`src/rtl/alu_arbiter.sv`:
```
// Two-requester round-robin arbiter in front of a shared combinational ALU.
// Each operation takes three cycles: IDLE (grant and latch), EXEC (ALU enabled),
// DONE (result pulse).
module alu_arbiter #(
  parameter int WIDTH = 32
) (
  input  logic             clk,
  input  logic             rst,
  input  logic             req0,
  input  logic [2:0]       op0,
  input  logic [WIDTH-1:0] a0,
  input  logic [WIDTH-1:0] b0,
  output logic             done0,
  output logic [WIDTH-1:0] res0,
  input  logic             req1,
  input  logic [2:0]       op1,
  input  logic [WIDTH-1:0] a1,
  input  logic [WIDTH-1:0] b1,
  output logic             done1,
  output logic [WIDTH-1:0] res1,
  output logic             alu_e,
  output logic [2:0]       alu_opcode,
  output logic [WIDTH-1:0] alu_a,
  output logic [WIDTH-1:0] alu_b,
  input  logic [WIDTH-1:0] alu_y,
  output logic             busy
);

  typedef enum logic [1:0] {
    IDLE = 2'd0,
    EXEC = 2'd1,
    DONE = 2'd2
  } state_t;

  state_t           state_q, state_d;
  logic             grant_q, grant_d;
  logic             last_q,  last_d;
  logic [2:0]       op_q,    op_d;
  logic [WIDTH-1:0] a_q,     a_d;
  logic [WIDTH-1:0] b_q,     b_d;
  logic [WIDTH-1:0] res0_q,  res0_d;
  logic [WIDTH-1:0] res1_q,  res1_d;
  logic             pick;

  // Round-robin pick: on a tie the requester not served last wins.
  always_comb begin
    pick = 1'b0;
    if (req0 && req1) begin
      pick = ~last_q;
    end else if (req1) begin
      pick = 1'b1;
    end
  end

  // Next-state, operand latching and result capture.
  always_comb begin
    state_d = state_q;
    grant_d = grant_q;
    last_d  = last_q;
    op_d    = op_q;
    a_d     = a_q;
    b_d     = b_q;
    res0_d  = res0_q;
    res1_d  = res1_q;
    unique case (state_q)
      IDLE: begin
        if (req0 || req1) begin
          grant_d = pick;
          op_d    = pick ? op1 : op0;
          a_d     = pick ? a1  : a0;
          b_d     = pick ? b1  : b0;
          state_d = EXEC;
        end
      end
      EXEC: begin
        if (grant_q) begin
          res1_d = alu_y;
        end else begin
          res0_d = alu_y;
        end
        last_d  = grant_q;
        state_d = DONE;
      end
      DONE: begin
        state_d = IDLE;
      end
      default: begin
        state_d = IDLE;
      end
    endcase
  end

  // State register with synchronous reset; last pointer resets to 1 so
  // requester 0 wins the first tie.
  always_ff @(posedge clk) begin
    if (rst) begin
      state_q <= IDLE;
      grant_q <= 1'b0;
      last_q  <= 1'b1;
      op_q    <= '0;
      a_q     <= '0;
      b_q     <= '0;
      res0_q  <= '0;
      res1_q  <= '0;
    end else begin
      state_q <= state_d;
      grant_q <= grant_d;
      last_q  <= last_d;
      op_q    <= op_d;
      a_q     <= a_d;
      b_q     <= b_d;
      res0_q  <= res0_d;
      res1_q  <= res1_d;
    end
  end

  // Outputs decoded from state and registers.
  always_comb begin
    alu_e      = (state_q == EXEC);
    busy       = (state_q != IDLE);
    done0      = (state_q == DONE) && !grant_q;
    done1      = (state_q == DONE) &&  grant_q;
    alu_opcode = op_q;
    alu_a      = a_q;
    alu_b      = b_q;
    res0       = res0_q;
    res1       = res1_q;
  end

endmodule

```
`config.mk`:
```
export PLATFORM = sky130hd
export DESIGN_NAME = alu_arbiter
export DESIGN_NICKNAME = d
export VERILOG_FILES = /design/src/rtl/alu_arbiter.sv
export SDC_FILE = /design/constraint.sdc
export NUM_CORES = 1
export LEC_CHECK = 0
export ABC_CLOCK_PERIOD_IN_PS = 1600
export BUFFER_PORTS_ARGS = -buffer_cell sky130_fd_sc_hd__clkbuf_2
export CORE_AREA = 2 2 118 120
export CTS_CLUSTER_SIZE = 8
export DETAILED_ROUTE_END_ITERATION = 8
export DIE_AREA = 0 0 120 122
export GPL_TIMING_DRIVEN = 1
export PLACE_DENSITY_LB_ADDON = 0.08
export SYNTH_ARGS = -nofsm -noshare
export SYNTH_HDL_FRONTEND = slang
export SYNTH_SLANG_ARGS = --single-unit
```
`constraint.sdc`:
```
create_clock -name clk -period 1.6 [get_ports clk]
set_input_delay 0.32 -clock clk [delete_from_list [all_inputs] [get_ports clk]]
set_output_delay 0.32 -clock clk [all_outputs]
set_load 0.005 [all_outputs]
```
Word level (Yosys, flattened, before mapping) --
Index checks and enable logic that the tools add are counted.
Word-level totals: flip-flop bits (word level) 135, latch bits 0, memory bits (writable) 0, ROM bits 0, input port bits 170, logic and storage cells 30, memories kept 0
Cells by class: add/sub/neg operators 0, multiply operators 0, divide/modulo/power cells 0, $lt $le $gt $ge 0, equal/unequal tests 3, shift operators 0, muxes and demuxes 7, bitwise logic cells 2, reductions and logical operators 10
Operator list (count):
- 32-bit two-way mux | 2
- 2-bit AND reduction | 3
- 2-bit one-hot mux with 2 select lines | 1
- 1-bit logical AND | 3
- 3-bit two-way mux | 1
- 2-bit by 1-bit equality test with 1-bit output, second input constant | 1
- 2-bit equality test, second input constant | 1
- 2-bit logical NOT | 1
- 1-bit two-way mux | 2
- 2-bit two-way mux | 1
- 2-bit inequality test, second input constant | 1
- 1-bit inverter | 2
- 2-bit nonzero test | 1
- 1-bit logical NOT | 1
- 1-bit logical OR | 1

Longest topological paths before layout --
depth in word-level cells 3, mapped depth 7, depth with buffers taken out 4

Least setup slack after synthesis --
OpenSTA, ideal clock, no wires.
kind register to register, start reg state_q[0], end reg res0_q[22], in the netlist res0[22], arrival time 1.185 ns, data required time 1.468 ns, slack 0.283 ns, stages on the path, launching flop included 7, path buffers 3, clock period less this slack 1.317 ns, cell sequence dfxtp_1 > buf_2 > or3b_1 > clkbuf_1 > buf_2 > nand2_1 > a21oi_1
On the way: cells in the longest elaborated chain, start to end 2
Ends and longest elaborated chain:
- start: declaration | line 35 | state_t state_q, state_d;
- start signal: assignment | line 106 | state_q <= state_d;
- 2-bit by 1-bit equality test with 1-bit output | line 65 | unique case (state_q)
- 2-bit AND reduction (no line)
- end signal: assignment | line 112 | res0_q <= res0_d;
- end: declaration | line 41 | logic [WIDTH-1:0] res0_q, res0_d;
No other way between the ends. A chain may end at the register's enable or synchronous reset.

Worst setup path in the final report --
start reg state_q[1], end out done0
On the way: cells in the longest elaborated chain, start to end 2
Ends and longest elaborated chain:
- 2-bit equality test | line 121 | done0 = (state_q == DONE) && !grant_q;
- 1-bit logical AND | line 121
- end: declaration | line 13 | output logic done0,
No other way between the ends.

==> flow_results.xml <==
<?xml version="1.0" encoding="UTF-8"?>
<metrics>
  <group name="detailed_routing">
    <metric name="drt_iter0_markers" unit="">306</metric>
    <metric name="drt_drc_violations_left" unit="">0</metric>
    <metric name="routed-via-count" unit="">5982</metric>
    <metric name="met3RoutedLength" unit="mm">1.40</metric>
    <metric name="routed-wl-met2" unit="mm">8.80</metric>
    <metric name="ant_nets" unit="">0</metric>
    <metric name="routed.top_layer" unit="">met4</metric>
    <metric name="firstDrtPassIters" unit="">4</metric>
    <metric name="vias_per_cell" unit="">5.20</metric>
    <metric name="routed_wl" unit="mm">18.0</metric>
    <metric name="routedWlPerCell" unit="um">15.6</metric>
    <metric name="route.layer.met1.wl" unit="mm">7.05</metric>
  </group>
  <group name="sta">
    <metric name="hold_slack_final" unit="ns">0.143</metric>
    <metric name="rsz0062_at_grt" unit="">no</metric>
    <metric name="timing.clock.skew" unit="ns">0.00633</metric>
    <metric name="setup-violations-final" unit="">0</metric>
    <metric name="slew_violations" unit="">0</metric>
    <metric name="timing.final.ws_setup" unit="ns">0.0655</metric>
    <metric name="relSlewSlack" unit="">0.612</metric>
    <metric name="report.final.hold_viol_count" unit="">0</metric>
    <metric name="tns" unit="ns">0</metric>
    <metric name="timing.fmax" unit="GHz">0.652</metric>
    <metric name="final_critical_delay_including_setup_and_external_delays" unit="ns">1.53</metric>
    <metric name="worst_max_slew_pin_slew" unit="ns">0.581</metric>
    <metric name="finalCritPeriodShare" unit="">0.959</metric>
  </group>
  <group name="cts">
    <metric name="clk_transition_reported_paths" unit="ns">0.06</metric>
    <metric name="root_buffer" unit="">sky130_fd_sc_hd__clkbuf_16</metric>
    <metric name="worst_skew_pair.late_latency" unit="ns">0.42</metric>
    <metric name="postCtsSetupRepairBufs" unit="">0</metric>
    <metric name="cts_made_buffers" unit="">17</metric>
    <metric name="post_cts_resize_count" unit="">2</metric>
    <metric name="post_cts_hold_buffer_count" unit="">0</metric>
    <metric name="number_of_levels_the_h_tree_was_split_into" unit="">4</metric>
    <metric name="tritoncts" unit="">built</metric>
    <metric name="numClockSinks" unit="">135</metric>
    <metric name="clk_path_buf_depth" unit="">2</metric>
  </group>
  <group name="power">
    <metric name="p_leak" unit="nW">3.60</metric>
    <metric name="power" unit="mW">9.55</metric>
    <metric name="power-per-cell-area" unit="nW/um2">1200</metric>
    <metric name="vdd_ir_drop_max" unit="V">0.000686</metric>
  </group>
  <group name="yosys">
    <metric name="ys_seq_elements" unit="">135</metric>
    <metric name="yosys.area_share.adder" unit="">0</metric>
    <metric name="yosys.area.top_type" unit="">sky130_fd_sc_hd__dfxtp_1</metric>
    <metric name="postSynthAreaPerCell" unit="um2">8.21</metric>
    <metric name="synth_mux_area_frac" unit="">0</metric>
    <metric name="cell_area_after_synthesis" unit="um2">5610</metric>
    <metric name="yosys_warnings" unit="">0</metric>
    <metric name="postSynthNetCount" unit="">853</metric>
    <metric name="synth_top_family_by_area" unit="">compound AO/OA/AOI/OAI gates</metric>
    <metric name="synth-xor-area-share" unit="">0</metric>
    <metric name="syn-instance-count" unit="">683</metric>
    <metric name="share_of_synthesized_area_occupied_by_flip_flops_and_latches" unit="">0.482</metric>
    <metric name="synthTopCellsByArea" unit="">sky130_fd_sc_hd__dfxtp_1 (48%), sky130_fd_sc_hd__nand2_1 (18%), sky130_fd_sc_hd__a21oi_1 (12%), sky130_fd_sc_hd__a311oi_2 (8.0%), sky130_fd_sc_hd__a311oi_1 (5.8%)</metric>
    <metric name="synth.distinct_cells" unit="">26</metric>
    <metric name="synth-compound-area-share" unit="">0.261</metric>
    <metric name="post_synth_and_or_nand_nor_area_fraction" unit="">0.194</metric>
    <metric name="yosysTopAreaCellShare" unit="">0.482</metric>
  </group>
  <group name="placed_design">
    <metric name="place_hpwl" unit="mm">12.4</metric>
    <metric name="preCtsSetupSlack" unit="ns">0.167</metric>
    <metric name="dp_cells" unit="">1119</metric>
    <metric name="globalplace.congestion" unit="">0.808</metric>
    <metric name="instance_area_after_placement" unit="um2">7310</metric>
    <metric name="io_buffer_count" unit="">304</metric>
  </group>
  <group name="floorplanning">
    <metric name="floorplan.die.width" unit="um">120</metric>
    <metric name="ios" unit="">305</metric>
    <metric name="floorplan.die.height" unit="um">122</metric>
    <metric name="start_util" unit="">0.415</metric>
    <metric name="coreArea" unit="um2">13500</metric>
    <metric name="floorplan.die_area" unit="um2">14600</metric>
    <metric name="floorplan.rows" unit="">43</metric>
  </group>
  <group name="layout">
    <metric name="area_delta_synth_final" unit="%">41.9</metric>
    <metric name="drive_gt1_frac" unit="">0.408</metric>
    <metric name="insertedDiodeCount" unit="">0</metric>
    <metric name="finalNetCount" unit="">1128</metric>
    <metric name="post-route-util" unit="">0.589</metric>
    <metric name="postLayoutCellArea" unit="um2">7960</metric>
    <metric name="fillers" unit="">1239</metric>
    <metric name="final_cells" unit="">1151</metric>
  </group>
  <group name="global_route">
    <metric name="grt_pass1_wl" unit="mm">27.6</metric>
    <metric name="gr-total-overflow" unit="">0</metric>
    <metric name="grt_max_degree" unit="">94</metric>
    <metric name="grt_pass1_vias" unit="">5752</metric>
    <metric name="gr-usage-all-layers" unit="">0.238</metric>
    <metric name="grt_antenna_before_repair" unit="">0</metric>
  </group>
  <group name="worst_setup_path">
    <metric name="r2r.worst_path.cells" unit="">4</metric>
    <metric name="worstPathMaxFanout" unit="">7</metric>
    <metric name="critPathKind" unit="">flop to output pin</metric>
    <metric name="crit_buf_inv" unit="">2</metric>
    <metric name="crit_path_end_kind" unit="">output pin</metric>
    <metric name="startpoint_type" unit="">flop</metric>
    <metric name="crit_arrival" unit="ns">1.21</metric>
    <metric name="critical_path.slowest_cell" unit="">sky130_fd_sc_hd__dfxtp_2</metric>
    <metric name="path_cells" unit="">buf_4, nor3b_2, buf_2</metric>
    <metric name="critPathMaxStageDelay" unit="ns">0.35</metric>
    <metric name="worstPathRequired" unit="ns">1.28</metric>
    <metric name="path_delay_family" unit="">flip-flops</metric>
    <metric name="critical_path_depth" unit="">3</metric>
  </group>
  <group name="worst_hold_path">
    <metric name="min_path_type" unit="">input port to flop</metric>
    <metric name="worstHoldPathCells" unit="">3</metric>
  </group>
  <group name="run">
    <metric name="max_cap_viol_count" unit="">0</metric>
  </group>
  <group name="status">
    <metric name="run_status" unit="">finished clean</metric>
  </group>
</metrics>
## layer usage
| layer | GRT usage | vias up |
|---|---|---|
| li1 | - | 2903 |
| met1 | 0.267 | 2758 |
| met2 | 0.411 | 268 |
| met3 | 0.0665 | 53 |
| met4 | 0.124 | 0 |
| met5 | 0 | - |
## state kept, by name (all words and copies together) (netlist names)
| signal | flops |
|---|---|
| alu_a | 32 |
| alu_b | 32 |
| res0 | 32 |
| res1 | 32 |
| alu_opcode | 3 |
| state_q | 2 |
| grant_q | 1 |
| last_q | 1 |
## synthesized netlist by cell type
cell type	n
sky130_fd_sc_hd__and3b_1	2
sky130_fd_sc_hd__nor3b_1	1
sky130_fd_sc_hd__nand2b_1	1
sky130_fd_sc_hd__dfxtp_1	135
sky130_fd_sc_hd__nor2_2	1
sky130_fd_sc_hd__a21boi_2	1
sky130_fd_sc_hd__inv_1	1
sky130_fd_sc_hd__a311oi_2	30
sky130_fd_sc_hd__a21bo_2	1
sky130_fd_sc_hd__nand2_1	263
sky130_fd_sc_hd__o21ai_0	1
sky130_fd_sc_hd__buf_6	4
sky130_fd_sc_hd__nand3b_1	1
sky130_fd_sc_hd__nor3_1	1
sky130_fd_sc_hd__a21oi_1	133
sky130_fd_sc_hd__a311oi_1	37
sky130_fd_sc_hd__nor3b_2	1
sky130_fd_sc_hd__nor2_1	2
sky130_fd_sc_hd__nor2_4	1
sky130_fd_sc_hd__buf_4	5
sky130_fd_sc_hd__inv_2	1
sky130_fd_sc_hd__or2_1	1
sky130_fd_sc_hd__nand3_1	1
sky130_fd_sc_hd__buf_2	37
sky130_fd_sc_hd__clkbuf_1	20
sky130_fd_sc_hd__or3b_1	1
## cells in the final DEF (no fill, tap or decap)
cell type / netlist / final
sky130_fd_sc_hd__nor3_1: 1 / 1
sky130_fd_sc_hd__dfxtp_2: 0 / 3
sky130_fd_sc_hd__nand2b_4: 0 / 1
sky130_fd_sc_hd__or2_2: 0 / 1
sky130_fd_sc_hd__nor2_4: 1 / 2
sky130_fd_sc_hd__clkbuf_8: 0 / 1
sky130_fd_sc_hd__nor2_1: 2 / 2
sky130_fd_sc_hd__nand3b_1: 1 / 1
sky130_fd_sc_hd__nor3b_2: 1 / 1
sky130_fd_sc_hd__or3b_1: 1 / 1
sky130_fd_sc_hd__inv_6: 0 / 2
sky130_fd_sc_hd__nor3b_4: 0 / 1
sky130_fd_sc_hd__o21ai_0: 1 / 1
sky130_fd_sc_hd__buf_2: 37 / 1
sky130_fd_sc_hd__clkinv_2: 0 / 1
sky130_fd_sc_hd__buf_4: 5 / 8
sky130_fd_sc_hd__inv_1: 1 / 1
sky130_fd_sc_hd__clkinv_4: 0 / 2
sky130_fd_sc_hd__buf_12: 0 / 11
sky130_fd_sc_hd__nand3_1: 1 / 1
sky130_fd_sc_hd__clkbuf_16: 0 / 17
sky130_fd_sc_hd__a21boi_4: 0 / 1
sky130_fd_sc_hd__clkinvlp_4: 0 / 5
sky130_fd_sc_hd__nand2_1: 263 / 263
sky130_fd_sc_hd__dfxtp_1: 135 / 132
sky130_fd_sc_hd__a21bo_2: 1 / 1
sky130_fd_sc_hd__inv_2: 1 / 1
sky130_fd_sc_hd__a311oi_1: 37 / 37
sky130_fd_sc_hd__a311oi_2: 30 / 30
sky130_fd_sc_hd__clkbuf_2: 0 / 302
sky130_fd_sc_hd__bufinv_16: 0 / 4
sky130_fd_sc_hd__a21oi_1: 133 / 133
sky130_fd_sc_hd__and3b_1: 2 / 2
## tightest hold or removal path, delay by kind of cell
family	cells	cell delay [ns]
buffers and inverters	1	0.09
AND/OR/NAND/NOR	1	0.05
AO/OA/AOI/OAI	1	0.05
## power by group
group,switching (mW),internal (mW)
combinational,0.875,0.723
sequential,0.159,3.64
clock,1.50,2.66
## logic make-up after synthesis
group,after synthesis
AOI/OAI and AO/OA,203
buffers and inverters,68
DFF,135
and+or+nand+nor,277
## area by class of cell
type | count | area (um2) | share of cell area
Inverter | 2 | 7.51 | 0.000943
Timing Repair Buffer | 322 | 1800 | 0.226
Multi-Input combinational cell | 480 | 2590 | 0.325
Sequential cell | 135 | 2710 | 0.340
Clock buffer | 18 | 439 | 0.0552
Tap cell | 180 | 225 | 0.0283
Clock inverter | 14 | 198 | 0.0248
## final timing paths
path / end / slack (ns) / start
worst max register to register: alu_a[28] / 0.20 / state_q[0]
worst max-delay path: done0 / 0.07 / state_q[1]
worst min register to register: res0[2] / 0.45 / res0[2]
worst min-delay path: res0[29] / 0.14 / alu_y[29]
Note: power is estimated with default switching activity, not from simulation.
